$ cat src/rtl/apb_pkg.sv
// Shared types and constants for the APB requester (apb_master_ctrl).
// Contents: controller state enum, slave count, and the packed command payload.
package apb_pkg;

  localparam int unsigned APB_NUM_SLV = 4;

  typedef enum logic [1:0] {
    IDLE,
    SETUP,
    ENABLE,
    ERR
  } apb_state_e;

  typedef struct packed {
    logic        write;
    logic [31:0] addr;
    logic [31:0] wdata;
  } apb_cmd_t;

endpackage

$ cat src/rtl/apb_addr_decode.sv
// Combinational address decoder for the APB window.
// Ports:
//   addr - byte address of the incoming command
//   hit  - address falls in one of the APB_NUM_SLV slave regions
//   sel  - one-hot slave select (all zero on a miss)
module apb_addr_decode
  import apb_pkg::*;
#(
  parameter logic [31:0] BASE_ADDR = 32'h8000_0000,
  parameter logic [31:0] SLV_SPAN  = 32'h0400_0000
) (
  input  logic [31:0]            addr,
  output logic                   hit,
  output logic [APB_NUM_SLV-1:0] sel
);

  // 33-bit bounds so the window end can never wrap back past zero.
  localparam logic [32:0] BASE_W  = {1'b0, BASE_ADDR};
  localparam logic [32:0] SPAN_W  = {1'b0, SLV_SPAN};
  localparam logic [32:0] SPAN2_W = SPAN_W << 1;
  localparam logic [32:0] SPAN3_W = SPAN2_W + SPAN_W;
  localparam logic [32:0] END_W   = BASE_W + (SPAN_W << 2);

  logic [32:0] addr_w;
  logic [32:0] offset;
  logic [1:0]  idx;

  // Region index by threshold compare; equivalent to offset / SLV_SPAN inside the window.
  always_comb begin
    addr_w = {1'b0, addr};
    offset = addr_w - BASE_W;
    hit    = (addr_w >= BASE_W) && (addr_w < END_W);
    if (offset >= SPAN3_W)      idx = 2'd3;
    else if (offset >= SPAN2_W) idx = 2'd2;
    else if (offset >= SPAN_W)  idx = 2'd1;
    else                        idx = 2'd0;
    sel = hit ? (APB_NUM_SLV'(1) << idx) : '0;
  end

endmodule

$ cat src/rtl/apb_master_ctrl.sv
// APB2 requester: takes single read/write commands over valid/ready, decodes
// the address to one of four slaves, runs a fixed SETUP/ENABLE access and
// returns a one-cycle response pulse (read data or decode error).
// Ports:
//   clock, reset                     - clock, async active-high reset
//   cmd_valid/cmd_ready              - command handshake
//   cmd_write/cmd_addr/cmd_wdata     - command payload
//   rsp_valid/rsp_rdata/rsp_err      - response pulse, data, decode error
//   PSELx/PENABLE/PWRITE/PADDR/PWDATA - APB request signals
//   PRDATA                           - APB read data from selected slave
module apb_master_ctrl
  import apb_pkg::*;
#(
  parameter logic [31:0] BASE_ADDR = 32'h8000_0000,
  parameter logic [31:0] SLV_SPAN  = 32'h0400_0000
) (
  input  logic                   clock,
  input  logic                   reset,
  input  logic                   cmd_valid,
  output logic                   cmd_ready,
  input  logic                   cmd_write,
  input  logic [31:0]            cmd_addr,
  input  logic [31:0]            cmd_wdata,
  output logic                   rsp_valid,
  output logic [31:0]            rsp_rdata,
  output logic                   rsp_err,
  output logic [APB_NUM_SLV-1:0] PSELx,
  output logic                   PENABLE,
  output logic                   PWRITE,
  output logic [31:0]            PADDR,
  output logic [31:0]            PWDATA,
  input  logic [31:0]            PRDATA
);

  apb_state_e             state;
  apb_cmd_t               cmd;
  logic                   hit;
  logic [APB_NUM_SLV-1:0] sel;
  logic                   accept;

  assign cmd    = '{write: cmd_write, addr: cmd_addr, wdata: cmd_wdata};
  assign accept = cmd_valid && cmd_ready;

  apb_addr_decode #(
    .BASE_ADDR (BASE_ADDR),
    .SLV_SPAN  (SLV_SPAN)
  ) u_decode (
    .addr (cmd_addr),
    .hit  (hit),
    .sel  (sel)
  );

  // Controller FSM with registered APB and response outputs.
  // cmd_ready is registered alongside the state: high whenever the next state is IDLE or ENABLE.
  always_ff @(posedge clock or posedge reset) begin
    if (reset) begin
      state     <= IDLE;
      cmd_ready <= 1'b0;
      rsp_valid <= 1'b0;
      rsp_rdata <= '0;
      rsp_err   <= 1'b0;
      PSELx     <= '0;
      PENABLE   <= 1'b0;
      PWRITE    <= 1'b0;
      PADDR     <= '0;
      PWDATA    <= '0;
    end else begin
      rsp_valid <= 1'b0;
      case (state)
        IDLE: begin
          cmd_ready <= 1'b1;
          if (accept && hit) begin
            PADDR     <= cmd.addr;
            PWRITE    <= cmd.write;
            PWDATA    <= cmd.wdata;
            PSELx     <= sel;
            state     <= SETUP;
            cmd_ready <= 1'b0;
          end else if (accept) begin
            state     <= ERR;
            cmd_ready <= 1'b0;
          end
        end
        SETUP: begin
          PENABLE   <= 1'b1;
          state     <= ENABLE;
          cmd_ready <= 1'b1;
        end
        ENABLE: begin
          // Access completes at this edge; a new command may launch in the same edge.
          PENABLE   <= 1'b0;
          rsp_valid <= 1'b1;
          rsp_err   <= 1'b0;
          rsp_rdata <= PWRITE ? '0 : PRDATA;
          PSELx     <= '0;
          state     <= IDLE;
          cmd_ready <= 1'b1;
          if (accept && hit) begin
            PADDR     <= cmd.addr;
            PWRITE    <= cmd.write;
            PWDATA    <= cmd.wdata;
            PSELx     <= sel;
            state     <= SETUP;
            cmd_ready <= 1'b0;
          end else if (accept) begin
            state     <= ERR;
            cmd_ready <= 1'b0;
          end
        end
        ERR: begin
          rsp_valid <= 1'b1;
          rsp_err   <= 1'b1;
          rsp_rdata <= '0;
          state     <= IDLE;
          cmd_ready <= 1'b1;
        end
        default: begin
          state     <= IDLE;
          cmd_ready <= 1'b0;
        end
      endcase
    end
  end

endmodule

$ cat config.mk
export PLATFORM = sky130hd
export DESIGN_NAME = apb_master_ctrl
export DESIGN_NICKNAME = d
export VERILOG_FILES = /design/src/rtl/apb_pkg.sv /design/src/rtl/apb_addr_decode.sv /design/src/rtl/apb_master_ctrl.sv
export SDC_FILE = /design/constraint.sdc
export NUM_CORES = 1
export LEC_CHECK = 0
export CAP_MARGIN = 20
export CORE_AREA = 10 10 113 115
export CTS_BUF_LIST = sky130_fd_sc_hd__clkbuf_4 sky130_fd_sc_hd__clkbuf_8 sky130_fd_sc_hd__clkbuf_16
export DETAILED_ROUTE_END_ITERATION = 10
export DIE_AREA = 0 0 123 125
export PLACE_DENSITY = 0.75
export SYNTH_ARGS = -nofsm -noshare
export SYNTH_HDL_FRONTEND = slang
export SYNTH_HIERARCHICAL = 1
export SYNTH_SLANG_ARGS = --single-unit
$ cat constraint.sdc
create_clock -name clock -period 3.9 [get_ports clock]
set_input_delay 0.585 -clock clock [delete_from_list [all_inputs] [get_ports clock]]
set_output_delay 0.585 -clock clock [all_outputs]
set_load 0.01 [all_outputs]
==> results of run 1 <==
power groups by stage:
stage	logic, uW	registers (uW)	clock network (uW)
after CTS	2040	1780	709
after global routing	2150	1840	761
final	2000	1770	688
after floorplan	642	1970	0
after global placement	1930	1780	0
after detailed placement	2040	1790	0
layer usage:
metal | wire [um] | up-vias | share of wire (%)
met3 | 1410 | 8 | 12
li1 | - | 1346 | -
met2 | 5590 | 130 | 48
met1 | 4540 | 1387 | 39
met5 | 0 | - | 0
met4 | 110 | 0 | 0.94
cell type report:
type | instances | area share (%)
sequential | 107 | 41.1
inverter | 7 | 0.442
tap | 140 | 2.69
clock buffer | 12 | 2.34
clock inverter | 4 | 0.768
multi-input combinational | 126 | 19.9
timing repair buffer | 210 | 32.8
sequential cells by signal, indices dropped and copies added (netlist names):
register   cells
rsp_err        1
PADDR         32
rsp_rdata     32
state          2
PENABLE        1
PWRITE         1
PWDATA        32
cmd_ready      1
PSELx          4
rsp_valid      1
cell usage after synthesis:
cell / count
nor3_1: 1
a32o_1: 4
or4b_4: 1
a21o_1: 1
inv_2: 1
ha_1: 4
buf_6: 3
buf_4: 5
nor2_1: 2
nand2b_1: 1
a21bo_2: 1
nand4_1: 1
mux2_2: 60
inv_1: 6
a21oi_1: 1
and3_1: 1
o221ai_1: 1
nor3b_1: 1
o2111a_1: 1
dfrtp_1: 107
nor3b_2: 2
clkbuf_1: 5
o21ai_0: 1
mux2_4: 6
nand3_1: 2
or2b_1: 1
a22o_1: 32
o211ai_1: 1
buf_2: 1
worst paths after layout:
| path | from | endpoint | slack (ns) | depth (start not counted) |
|---|---|---|---|---|
| max in group asynchronous | reset | state[0] | 2.40 | 4 |
| min reg2reg | rsp_err | rsp_err | 0.50 | 1 |
| min | rsp_err | rsp_err | 0.50 | 1 |
| min in group asynchronous | reset | rsp_rdata[30] | 0.61 | 2 |
| max | cmd_addr[30] | PADDR[29] | 1.39 | 6 |
| max reg2reg | state[0] | PADDR[29] | 1.87 | 5 |
worst max-delay path: stages:
cell	delay (ns)
clkdlybuf4s50_1	0.42
or4b_4	0.59
inv_2	0.10
o2111a_2	0.21
buf_4	0.43
mux2_2	0.40
metrics by stage:
stage          hold slack, ns  worst slack, ns  instances  area, um2  utilization, %
2_1_floorplan           0.521            0.498        254       4090               -
3_3_place_gp            0.470             1.03        587       6240            58.9
3_5_place_dp            0.481             1.00        590       6310            59.5
4_1_cts                 0.503             1.39        606       6520            61.4
5_1_grt                 0.527             1.31        606       6520            61.4
6_report                0.498             1.39        606       6520            61.4
logic make-up (layout without fill, tap and decap cells):
family	Yosys count	count (layout)	synth area share (%)
adder cells (fa/ha/maj)	4	4	1.23
AND/OR/NAND/NOR	13	13	2.33
AO/OA/AOI/OAI	43	43	9.19
flip-flops	107	107	65.5
buffers and inverters	21	233	2.97
multiplexers	66	66	18.7
==> flow_metrics.tcl, run 1 <==
set metrics [dict create \
    portBuffers 204 \
    synth_top_cell_area_share_pct 65.5 \
    wl_per_cell_um 19.2 \
    drive_gt1_share_pct 20.6 \
    regArea_mm2 0.00268 \
    drt-pass1-iter-count 4 \
    grtUsageMet2_pct 24.3 \
    cts_hold_buf 0 \
    nNetsFinal 565 \
    yosys.area.top_type "dfrtp_1" \
    fin_worst_skew_ns 0.0147 \
    fillers 829 \
    syn_area_mm2 0.00409 \
    worstSetupEndpointType "flip-flop" \
    synth_seq_area_share_pct 65.5 \
    grt_use_met3_pct 7.70 \
    crit_type "primary input to flip-flop" \
    die_area_mm2 0.0154 \
    area_delta_synth_final_pct 59.5 \
    clk_pin_slew_ns 0.09 \
    grt_use_met1_pct 17.2 \
    syn_inst 254 \
    period_minus_slack_ns 2.51 \
    final_common_cell "clkdlybuf4s50_1" \
    grt_max_degree 57 \
    syn-num-nets 358 \
    setup_viol 0 \
    grt_antenna_before_repair 0 \
    initialDrtViolationCount 169 \
    slew_headroom_pct 50.2 \
    power.density_mw_per_mm2 684 \
    multi_input_area_mm2 0.00130 \
    ys_top_cells_by_area "dfrtp_1, mux2_2, a22o_1" \
    antenna_left 0 \
    dp_hpwl_um 9110 \
    wirelength_um 11700 \
    p_leak_uw 0.00285 \
    cts_buffer_depth 2 \
    synth_cell_type_count 29 \
    grt_first_pass_wirelength_um 18200 \
    die-height_um 125 \
    grt_pass1_vias 3198 \
    detail_route.vias_per_cell 4.74 \
    ir_drop_uv 335 \
    yosys_warnings 6 \
    start_util_pct 38.5 \
    p_int_uw 3100 \
    seqPwrFrac_pct 39.7 \
    synth_area_per_cell_um2 16.1 \
    cts_tree "yes" \
    fin_crit_sh_pct 64.5 \
    fp-row-count 38 \
    htreeDepth 3 \
    layout_common_cells "clkdlybuf4s50_1, dfrtp_1, mux2_2" \
    swShare_pct 30.6 \
    clock_sinks 107 \
    p_total_uw 4460 \
    grt.overflow.total 0 \
    crit_path_max_fanout 41 \
    core-area_mm2 0.0106 \
    status "completed" \
    top_usage_layer "met2" \
    io_pins 205 \
    power.switching_uw 1360 \
    clock.fmax_mhz 398 \
    root_buffer "clkbuf_8" \
    clock_power_share_pct 15.4 \
    post_cts_buffers 0 \
    place_congestion 0.748 \
    worst-slew-pin-transition_ns 0.746 \
    rsz0062_at_grt "false" \
    vias 2871 \
    arrival_ns 2.75 \
    maxCapViolCount 0 \
    finalSetupTns_ns 0 \
    dieWidth_um 123 \
    finalHoldViolCount 0 \
    drc 0 \
    numCtsBuffers 9 \
    cp-start-kind "primary input" \
    combPwrFrac_pct 44.8 \
    hold_path.class "flip-flop to flip-flop" \
    antenna_cells 0 \
    slew_violations 0 \
    cp.required_ns 4.14 \
    synth_seq_cells 107 \
    clk_latency_ns 0.36 \
    cts-resized-gates 0 \
    track_usage_pct 15.0 \
]
(Power assumes the default switching activity.)
==> inputs of run 2 (changes only) <==
Settings changed: CORE_AREA 10 10 113 115 to 10 10 118 120, DIE_AREA 0 0 123 125 to 0 0 128 130, PLACE_DENSITY 0.75 to 0.72.
Clock period 3.9 ns to 2.2 ns, I/O delays scaled along.
==> run 2 against run 1 <==
Clock power grew to 2.7 times the previous value. Global-route usage is 0.89 points lower. Core utilization decreased by 3.8 points. First-iteration DRC count decreased by 18%. Largest cell class unchanged. Largest power group unchanged.
==> flow_metrics.tcl, run 2 (synthesized netlist as in run 1, its figures left out) <==
set metrics [dict create \
    antenna_left 0 \
    slew_headroom_pct 68.6 \
    max_stage_delay_ns 0.56 \
    fin_crit_sh_pct 92.1 \
    grt.overflow.total 0 \
    combPwrFrac_pct 41.3 \
    cts_hold_buf 0 \
    maxCapViolCount 0 \
    fin_worst_skew_ns 0.00664 \
    dieWidth_um 128 \
    clock_power_share_pct 21.7 \
    die_area_mm2 0.0166 \
    crit_buf_inv 3 \
    crit_path_max_fanout 29 \
    status "completed" \
    slowest_stage "or4b_4" \
    crit_type "primary input to flip-flop" \
    drt-pass1-iter-count 4 \
    critical_path.top_delay_family "buffers and inverters" \
    seqPwrFrac_pct 37.0 \
    vias 2941 \
    fp-row-count 40 \
    cp.required_ns 2.42 \
    finalHoldViolCount 0 \
    grt_first_pass_wirelength_um 18800 \
    clock_sinks 107 \
    worstPathCellList "clkdlybuf4s50_1 -> or4b_4 -> inv_2 -> o2111a_4 -> buf_12 -> mux2_2" \
    wl_per_cell_um 19.1 \
    start_util_pct 34.9 \
    worstSetupEndpointType "flip-flop" \
    power.density_mw_per_mm2 1260 \
    dp_cells 606 \
    io_pins 205 \
    p_leak_uw 0.00297 \
    cts-resized-gates 0 \
    grt_max_degree 37 \
    die-height_um 130 \
    numCtsBuffers 9 \
    post_cts_buffers 0 \
    fin_cells 622 \
    p_total_uw 8510 \
    reg.largest.list "PADDR (32), PWDATA (32), rsp_rdata (32)" \
    grt_pass1_vias 3368 \
    portBuffers 204 \
    nNetsFinal 574 \
    p_int_uw 6030 \
    detail_route.vias_per_cell 4.73 \
    period_minus_slack_ns 2.03 \
    ir_drop_uv 713 \
    htreeDepth 3 \
    layout_common_cells "clkdlybuf4s50_1, dfrtp_1, mux2_2" \
    clk_latency_ns 0.34 \
    area_delta_synth_final_pct 65.1 \
    slew_violations 0 \
    drive_gt1_share_pct 22.1 \
    dp_hpwl_um 9390 \
    final_common_cell "clkdlybuf4s50_1" \
    cts_buffer_depth 2 \
    power.switching_uw 2480 \
    antenna_cells 0 \
    core-area_mm2 0.0117 \
    cts_tree "yes" \
    clk_pin_slew_ns 0.07 \
    grt_antenna_before_repair 0 \
    swShare_pct 29.1 \
    arrival_ns 2.25 \
    initialDrtViolationCount 139 \
    place_congestion 0.746 \
    root_buffer "clkbuf_16" \
    wirelength_um 11900 \
    clock.fmax_mhz 494 \
    drc 0 \
    worst-slew-pin-transition_ns 0.470 \
    hold_path.class "primary input to asynchronous set/reset pin" \
    fillers 960 \
    cp-start-kind "primary input" \
    setup_viol 0 \
    rsz0062_at_grt "false" \
    track_usage_pct 14.1 \
]
## run 2: cell types whose count changed in the layout (fill, tap and decap cells not counted), sizes merged
cell,before,now
clkinv,1,2
buf,6,15
bufinv,1,3
inv,7,6
clkbuf,12,11
clkinvlp,2,1
## run 2: metrics by stage
stage	TNS (ns)	util [%]	hold WS [ns]	setup slack (ns)	cell area (um2)
6_report	0	57.6	0.353	0.175	6750
5_1_grt	0	57.6	0.372	0.121	6750
4_1_cts	0	57.6	0.359	0.177	6750
3_5_place_dp	-10.13	54.6	0.480	-0.178	6400
3_3_place_gp	-8.71	54.6	0.473	-0.141	6400
2_1_floorplan	0	-	0.423	0.239	4090
## run 2: layer usage
layer	part of all wire [%]	GRT usage [%]
met1	39	16.1
met2	47	22.5
met3	12	6.98
met4	1.7	4.97
met5	0	0
## run 2: cell type report
| type | instances | area, um2 | area share [%] |
|---|---|---|---|
| Tap cell | 147 | 184 | 2.73 |
| Sequential cell | 107 | 2680 | 39.7 |
| Multi-Input combinational cell | 126 | 1300 | 19.3 |
| Timing Repair Buffer | 219 | 2200 | 32.7 |
| Clock buffer | 11 | 246 | 3.65 |
| Clock inverter | 5 | 100 | 1.48 |
| Inverter | 7 | 30.0 | 0.445 |
## run 2: worst paths after layout
path                                    from       endpoint  slack [ns]  cells past startpoint
worst max-delay path            cmd_addr[30]      PADDR[19]        0.17                      6
worst min register to register       rsp_err        rsp_err        0.50                      1
worst min-delay path                   reset     PWDATA[22]        0.35                      2
max in group asynchronous              reset  rsp_rdata[26]        1.08                      3
worst max register to register      state[0]      PADDR[19]        0.46                      5
min in group clock                   rsp_err        rsp_err        0.50                      1
## run 2: power groups by stage
stage / Sequential, uW / Clock, uW / Combinational, uW
2_1_floorplan: 3490 / 0 / 1140
3_3_place_gp: 3160 / 0 / 3500
3_5_place_dp: 3180 / 0 / 3580
4_1_cts: 3160 / 1890 / 3600
5_1_grt: 3260 / 1970 / 3800
6_report: 3150 / 1840 / 3520
==> inputs of run 3 (changes only) <==
Settings changed: SLEW_MARGIN set to 20.
==> results of run 3 <==
No change in the layout: final DEF, timing and power equal those of run 2.
